==> src/rtl/ahb_bus_arbiter.sv <==
// Round-robin AHB bus arbiter with grant hold across fixed-length bursts and locked transfers.
// Optional build macro ARB_STATS_EN adds per-master grant and max-wait statistics with an end-of-run report.
module ahb_bus_arbiter #(
  parameter int NUM_MASTERS    = 4,
  parameter int DEFAULT_MASTER = 0,
  parameter int MW             = $clog2(NUM_MASTERS)
) (
  input  logic                   HCLK,
  input  logic                   reset,
  input  logic [NUM_MASTERS-1:0] HBUSREQ,
  input  logic [NUM_MASTERS-1:0] HLOCK,
  input  logic [1:0]             HTRANS,
  input  logic [2:0]             HBURST,
  input  logic                   HREADY,
  input  logic                   HRESP,
  output logic [NUM_MASTERS-1:0] HGRANT,
  output logic [MW-1:0]          HMASTER,
  output logic                   HMASTLOCK,
  output logic                   burst_busy
);

  localparam logic [1:0]             HTRANS_NSEQ = 2'b10;
  localparam logic [1:0]             HTRANS_SEQ  = 2'b11;
  localparam logic [MW-1:0]          DEF_IDX     = MW'(DEFAULT_MASTER);
  localparam logic [NUM_MASTERS-1:0] DEF_GRANT   = {{(NUM_MASTERS-1){1'b0}}, 1'b1} << DEFAULT_MASTER;

  typedef enum logic [1:0] {
    ST_ARB    = 2'd0,
    ST_BURST  = 2'd1,
    ST_LOCKED = 2'd2
  } state_t;

  function automatic logic is_fixed_burst(input logic [2:0] hburst);
    case (hburst)
      3'b010, 3'b011, 3'b100, 3'b101, 3'b110, 3'b111: is_fixed_burst = 1'b1;
      default:                                        is_fixed_burst = 1'b0;
    endcase
  endfunction

  // Remaining beats after the NON_SEQ beat of a fixed burst.
  function automatic logic [3:0] burst_reload(input logic [2:0] hburst);
    case (hburst)
      3'b010, 3'b011: burst_reload = 4'd3;
      3'b100, 3'b101: burst_reload = 4'd7;
      3'b110, 3'b111: burst_reload = 4'd15;
      default:        burst_reload = 4'd0;
    endcase
  endfunction

  function automatic logic [NUM_MASTERS-1:0] idx_to_onehot(input logic [MW-1:0] idx);
    idx_to_onehot      = {NUM_MASTERS{1'b0}};
    idx_to_onehot[idx] = 1'b1;
  endfunction

  function automatic logic [MW-1:0] onehot_to_idx(input logic [NUM_MASTERS-1:0] oh);
    onehot_to_idx = DEF_IDX;
    for (int i = 0; i < NUM_MASTERS; i++) begin
      if (oh[i]) begin
        onehot_to_idx = MW'(i);
      end else begin
        onehot_to_idx = onehot_to_idx;
      end
    end
  endfunction

  state_t                 state_q, state_d;
  logic [NUM_MASTERS-1:0] hgrant_q, hgrant_d;
  logic [MW-1:0]          hmaster_q, hmaster_d;
  logic                   hmastlock_q, hmastlock_d;
  logic                   burst_busy_q, burst_busy_d;
  logic [3:0]             beat_cnt_q, beat_cnt_d;
  logic [MW-1:0]          rr_ptr_q, rr_ptr_d;

  logic [MW-1:0] win_idx;
  logic          win_found;
  logic [MW-1:0] cand;
  logic [MW-1:0] grant_idx;
  logic          start_fixed;
  logic          seq_ready;
  logic          nseq_ready;
  logic          err_first;

  assign start_fixed = (HTRANS == HTRANS_NSEQ) && HREADY && is_fixed_burst(HBURST);
  assign seq_ready   = (HTRANS == HTRANS_SEQ) && HREADY;
  assign nseq_ready  = (HTRANS == HTRANS_NSEQ) && HREADY;
  assign err_first   = HRESP && !HREADY;

  // Round-robin search starting one past the last winner; idle bus falls back to the default master.
  always_comb begin
    win_idx   = DEF_IDX;
    win_found = 1'b0;
    cand      = {MW{1'b0}};
    for (int i = 1; i <= NUM_MASTERS; i++) begin
      cand = MW'((int'(rr_ptr_q) + i) % NUM_MASTERS);
      if (!win_found && HBUSREQ[cand]) begin
        win_idx   = cand;
        win_found = 1'b1;
      end else begin
        win_idx = win_idx;
      end
    end
  end

  // Arbitration FSM: grant, burst beat counting, lock hold and error abort.
  always_comb begin
    state_d      = state_q;
    hgrant_d     = hgrant_q;
    rr_ptr_d     = rr_ptr_q;
    beat_cnt_d   = beat_cnt_q;
    burst_busy_d = burst_busy_q;
    case (state_q)
      ST_ARB: begin
        if (HLOCK[hmaster_q] && HBUSREQ[hmaster_q]) begin
          state_d      = ST_LOCKED;
          hgrant_d     = idx_to_onehot(hmaster_q);
          beat_cnt_d   = 4'd0;
          burst_busy_d = 1'b0;
        end else if (start_fixed) begin
          state_d      = ST_BURST;
          hgrant_d     = idx_to_onehot(hmaster_q);
          beat_cnt_d   = burst_reload(HBURST);
          burst_busy_d = 1'b1;
        end else begin
          hgrant_d     = idx_to_onehot(win_idx);
          rr_ptr_d     = win_idx;
          beat_cnt_d   = 4'd0;
          burst_busy_d = 1'b0;
        end
      end
      ST_BURST: begin
        if (err_first) begin
          state_d      = ST_ARB;
          beat_cnt_d   = 4'd0;
          burst_busy_d = 1'b0;
        end else if (seq_ready) begin
          // Hand the grant over on the last beat so the next owner is ready for its address phase.
          if (beat_cnt_q == 4'd1) begin
            state_d      = ST_ARB;
            hgrant_d     = idx_to_onehot(win_idx);
            rr_ptr_d     = win_idx;
            beat_cnt_d   = 4'd0;
            burst_busy_d = 1'b0;
          end else if (beat_cnt_q != 4'd0) begin
            beat_cnt_d = beat_cnt_q - 4'd1;
          end else begin
            state_d      = ST_ARB;
            burst_busy_d = 1'b0;
          end
        end else if (nseq_ready) begin
          if (is_fixed_burst(HBURST)) begin
            beat_cnt_d = burst_reload(HBURST);
          end else begin
            state_d      = ST_ARB;
            beat_cnt_d   = 4'd0;
            burst_busy_d = 1'b0;
          end
        end else begin
          beat_cnt_d = beat_cnt_q;
        end
      end
      ST_LOCKED: begin
        if (err_first) begin
          state_d      = ST_ARB;
          beat_cnt_d   = 4'd0;
          burst_busy_d = 1'b0;
        end else if (!HLOCK[hmaster_q] && HREADY) begin
          state_d  = ST_ARB;
          hgrant_d = idx_to_onehot(win_idx);
          rr_ptr_d = win_idx;
        end else begin
          state_d = ST_LOCKED;
        end
      end
      default: begin
        state_d      = ST_ARB;
        hgrant_d     = DEF_GRANT;
        rr_ptr_d     = DEF_IDX;
        beat_cnt_d   = 4'd0;
        burst_busy_d = 1'b0;
      end
    endcase
  end

  // Address-phase ownership follows the grant only when the current transfer completes.
  always_comb begin
    grant_idx = onehot_to_idx(hgrant_q);
    if (HREADY) begin
      hmaster_d   = grant_idx;
      hmastlock_d = HLOCK[grant_idx];
    end else begin
      hmaster_d   = hmaster_q;
      hmastlock_d = hmastlock_q;
    end
  end

  // State and output registers.
  always_ff @(posedge HCLK or posedge reset) begin
    if (reset) begin
      state_q      <= ST_ARB;
      hgrant_q     <= DEF_GRANT;
      hmaster_q    <= DEF_IDX;
      hmastlock_q  <= 1'b0;
      burst_busy_q <= 1'b0;
      beat_cnt_q   <= 4'd0;
      rr_ptr_q     <= DEF_IDX;
    end else begin
      state_q      <= state_d;
      hgrant_q     <= hgrant_d;
      hmaster_q    <= hmaster_d;
      hmastlock_q  <= hmastlock_d;
      burst_busy_q <= burst_busy_d;
      beat_cnt_q   <= beat_cnt_d;
      rr_ptr_q     <= rr_ptr_d;
    end
  end

  assign HGRANT     = hgrant_q;
  assign HMASTER    = hmaster_q;
  assign HMASTLOCK  = hmastlock_q;
  assign burst_busy = burst_busy_q;

`ifdef ARB_STATS_EN
  logic [31:0] grant_cnt_q [NUM_MASTERS];
  logic [31:0] grant_cnt_d [NUM_MASTERS];
  logic [31:0] wait_cnt_q  [NUM_MASTERS];
  logic [31:0] wait_cnt_d  [NUM_MASTERS];
  logic [31:0] max_wait_q  [NUM_MASTERS];
  logic [31:0] max_wait_d  [NUM_MASTERS];

  // Per-master handover counts and longest request-to-grant wait.
  always_comb begin
    for (int i = 0; i < NUM_MASTERS; i++) begin
      grant_cnt_d[i] = grant_cnt_q[i];
      wait_cnt_d[i]  = wait_cnt_q[i];
      max_wait_d[i]  = max_wait_q[i];
      if (HREADY && (hmaster_d == MW'(i)) && (hmaster_q != MW'(i))) begin
        grant_cnt_d[i] = grant_cnt_q[i] + 32'd1;
      end else begin
        grant_cnt_d[i] = grant_cnt_q[i];
      end
      if (HBUSREQ[i] && !hgrant_q[i]) begin
        wait_cnt_d[i] = wait_cnt_q[i] + 32'd1;
      end else begin
        wait_cnt_d[i] = 32'd0;
      end
      if (wait_cnt_d[i] > max_wait_q[i]) begin
        max_wait_d[i] = wait_cnt_d[i];
      end else begin
        max_wait_d[i] = max_wait_q[i];
      end
    end
  end

  // Statistics registers.
  always_ff @(posedge HCLK or posedge reset) begin
    if (reset) begin
      for (int i = 0; i < NUM_MASTERS; i++) begin
        grant_cnt_q[i] <= 32'd0;
        wait_cnt_q[i]  <= 32'd0;
        max_wait_q[i]  <= 32'd0;
      end
    end else begin
      for (int i = 0; i < NUM_MASTERS; i++) begin
        grant_cnt_q[i] <= grant_cnt_d[i];
        wait_cnt_q[i]  <= wait_cnt_d[i];
        max_wait_q[i]  <= max_wait_d[i];
      end
    end
  end

  final begin
    $display("master  grants      max_wait");
    for (int i = 0; i < NUM_MASTERS; i++) begin
      $display("%6d  %10d  %8d", i, grant_cnt_q[i], max_wait_q[i]);
    end
  end
`endif

endmodule
==> config.mk <==
export PLATFORM = sky130hd
export DESIGN_NAME = ahb_bus_arbiter
export DESIGN_NICKNAME = d
export VERILOG_FILES = /design/src/rtl/ahb_bus_arbiter.sv
export SDC_FILE = /design/constraint.sdc
export NUM_CORES = 1
export LEC_CHECK = 0
export ABC_AREA = 1
export BUFFER_PORTS_ARGS = -buffer_cell sky130_fd_sc_hd__buf_2
export CORE_MARGIN = 3
export CORE_UTILIZATION = 50
export DETAILED_ROUTE_END_ITERATION = 7
export PLACE_DENSITY_LB_ADDON = 0.2
export RECOVER_POWER = 100
export SETUP_SLACK_MARGIN = 0.05
export SYNTH_ARGS = -nofsm -noshare
export SYNTH_HDL_FRONTEND = slang
export SYNTH_SLANG_ARGS = --single-unit
==> constraint.sdc <==
create_clock -name HCLK -period 2.95 [get_ports HCLK]
set_input_delay 0.59 -clock HCLK [delete_from_list [all_inputs] [get_ports HCLK]]
set_output_delay 0.59 -clock HCLK [all_outputs]
set_load 0.02 [all_outputs]
==> results.yml <==
status:
  status: "complete, no violations"
floorplanning:
  die_y_um: 60.3
  coreArea_mm2: 0.00278
  ios: 25
  die_w_um: 60.3
  rows: 19
  die_area_mm2: 0.00364
  initial_core_util_pct: 53.1
sta:
  skew_ns: 0.00302
  max_slew_margin_pct: 58.6
  max_freq_mhz: 485
  setup_tns_ns: 0
  fin_crit_sh_pct: 69.9
  worst_slack_ns: 0.889
  setup_viol: 0
  fin_crit_ns: 2.06
  grt_setup_unrepaired: "no"
  tightestPinTransition_ns: 0.621
  slew_viol_final: 0
  finalHoldViolCount: 0
drt:
  drt_iter0_markers: 63
  ant_nets: 0
  dr.pass1.iters: 4
  finalWirelength_mm: 3.14
  drc: 0
  num_vias: 1414
  wl_per_cell_um: 11.2
  viasPerCell: 5.07
clock_network:
  cts_setup_buffers: 0
  cts_buffers: 3
  cts-htree-levels: 1
  cts_tree: "built"
  cts_resized: 0
  cts_sinks: 16
  cts_root_buf: "clkbuf_4"
  insertion_delay_ns: 0.28
  clk_path_buf_depth: 2
  cts.reportedPaths.clkPinSlew_ns: 0.10
  postCtsHoldBufs: 0
critical_path:
  cp-end-kind: "register"
  path_class: "register to register"
  crit_fanout: 12
  r2r_cells: 13
  timing.rr.end: "HGRANT[1]$_DFFE_PP0P_"
  r2r_slack_ns: 0.89
  cp.arrival_ns: 2.25
  rr_startpoint: "rr_ptr_q[0]$_DFFE_PP0P_"
  crit_required_ns: 3.14
  start_kind: "register"
placement:
  hpwl_mm: 2.53
  place_ws_ns: 1.07
  gp_congestion: 0.873
  io_buffer_count: 23
  place_area_mm2: 0.00161
layout:
  fin_area_mm2: 0.00160
  nets: 272
  final_common_cell: "nand2_1"
  diodes: 0
  drive_above_1_share_pct: 16.1
  synthToLayoutAreaGrowth_pct: 8.05
  final_cell_mix: "80 x nand2_1, 28 x inv_1, 19 x nand3_1"
  fill_cells: 298
  final_core_util_pct: 57.4
synth:
  post-synth-top-area-cell: "dfrtp_1"
  yosysWarnings: 0
  synth-seq-cells: 16
  netlist-cell-type-count: 32
  syn-instance-count: 223
  syn-num-nets: 246
  synthTopCellsByArea: "dfrtp_1 25%, nand2_1 19%, nand3_1 6.4%"
  post-synth-top-area-fraction_pct: 25.4
  ys_seq_area_share_pct: 27.2
  netlist_area_mm2: 0.00148
  postSynthAreaPerCell_um2: 6.62
job:
  drv_cap: 0
grt:
  grt_max_degree: 17
  grt_usage_pct: 18.8
  grt-ovfl-total: 0
  first_global_vias: 1258
  grt_pass1_wl_mm: 5.31
  antenna_found_initial: 0
power:
  cellLeakagePower_uw: 0.000880
  vdd_drop_max_mv: 0.526
  powerDensity_mw_per_mm2: 996
worst_hold_path:
  min_path_type: "input pin to asynchronous set/reset pin"
==> power by group <==
| part | switching, µW | total, µW | internal (µW) |
|---|---|---|---|
| sequential | 99.2 | 403 | 304 |
| clock | 71.1 | 124 | 52.4 |
| combinational | 698 | 1060 | 365 |
| total | 868 | 1590 | 721 |
==> cell families (layout without fill, tap and decap cells) <==
family | Yosys count | count (layout) | share of synthesized area [%]
adders and majority gates | 6 | 6 | 5.08
and+or+nand+nor | 133 | 133 | 43.2
DFF | 16 | 16 | 27.2
xor gates and xnor gates | 1 | 1 | 0.593
AOI/OAI and AO/OA | 31 | 31 | 13.6
buffers and inverters | 36 | 61 | 10.3
==> synth_stat cells <==
cell type / n
buf_6: 2
dfstp_2: 1
ha_1: 6
a21oi_1: 3
inv_2: 7
o21ai_0: 9
nand2_2: 9
o22ai_1: 2
nand3_2: 1
nand3b_4: 1
o31ai_1: 1
nand4_1: 6
a21oi_4: 1
o21bai_2: 1
nor2_4: 2
nand2_4: 5
o21bai_1: 1
clkinv_1: 1
o211ai_1: 1
a31oi_1: 3
nor3_1: 2
xnor2_1: 1
inv_4: 1
a31oi_2: 1
dfrtp_1: 15
nor2_1: 12
inv_1: 25
o21ai_1: 6
a21oi_2: 1
nand2_1: 76
nand3_1: 19
o21a_1: 1
==> sequential cells by signal, indices dropped and copies added, names as in the netlist <==
signal      count
state_q         2
HMASTER         2
rr_ptr_q        2
HGRANT          4
beat_cnt_q      4
burst_busy      1
HMASTLOCK       1
==> layer usage <==
metal / vias up / GRT usage (%) / part of all wire [%]
met5: - / 0 / 0
met4: 0 / 4.75 / 0.73
met3: 2 / 3.19 / 2.6
met2: 20 / 30.6 / 46
met1: 623 / 26.0 / 50
li1: 769 / - / -
==> through the flow <==
| step | cells | total power, µW | hold slack (ns) |
|---|---|---|---|
| detailed placement | 275 | 1540 | 0.510 |
| global placement | 275 | 1520 | 0.503 |
| floorplan | 223 | 1340 | 0.503 |
| global route | 279 | 1770 | 0.405 |
| finish | 279 | 1590 | 0.364 |
| CTS | 279 | 1660 | 0.393 |
==> worst max path at each step <==
| stage | from | end | slack (ns) | cells after the start |
|---|---|---|---|---|
| floorplan | HMASTER[0]$_DFFE_PP0P_ | HGRANT[0]$_DFFE_PP1P_ | 1.40 | 11 |
| global placement | HREADY | beat_cnt_q[1]$_DFFE_PP0P_ | 1.08 | 10 |
| detailed placement | HREADY | beat_cnt_q[1]$_DFFE_PP0P_ | 1.07 | 10 |
| CTS | rr_ptr_q[0]$_DFFE_PP0P_ | HGRANT[1]$_DFFE_PP0P_ | 1.14 | 13 |
| global route | rr_ptr_q[0]$_DFFE_PP0P_ | HGRANT[1]$_DFFE_PP0P_ | 0.55 | 13 |
| finish | rr_ptr_q[0]$_DFFE_PP0P_ | HGRANT[1]$_DFFE_PP0P_ | 0.89 | 13 |
==> cell type report <==
type	instances	area (µm²)	area share [%]
Sequential cell	16	402	25.2
Timing Repair Buffer	23	105	6.59
Multi-Input combinational cell	171	893	56.0
Inverter	34	130	8.16
Clock buffer	4	26.3	1.65
Tap cell	31	38.8	2.43
==> critical path, cell delays in order, from the launching register on <==
cell     delay (ns)
dfrtp_1        0.57
inv_1          0.25
nand2_1        0.14
nand2_1        0.07
nand2_1        0.15
nand2_4        0.06
nor2_1         0.16
nand4_1        0.10
nand2_1        0.12
inv_1          0.08
nand3_1        0.10
nand2_1        0.05
nand2_1        0.06
nand2_1        0.05
(Power assumes the default switching activity.)
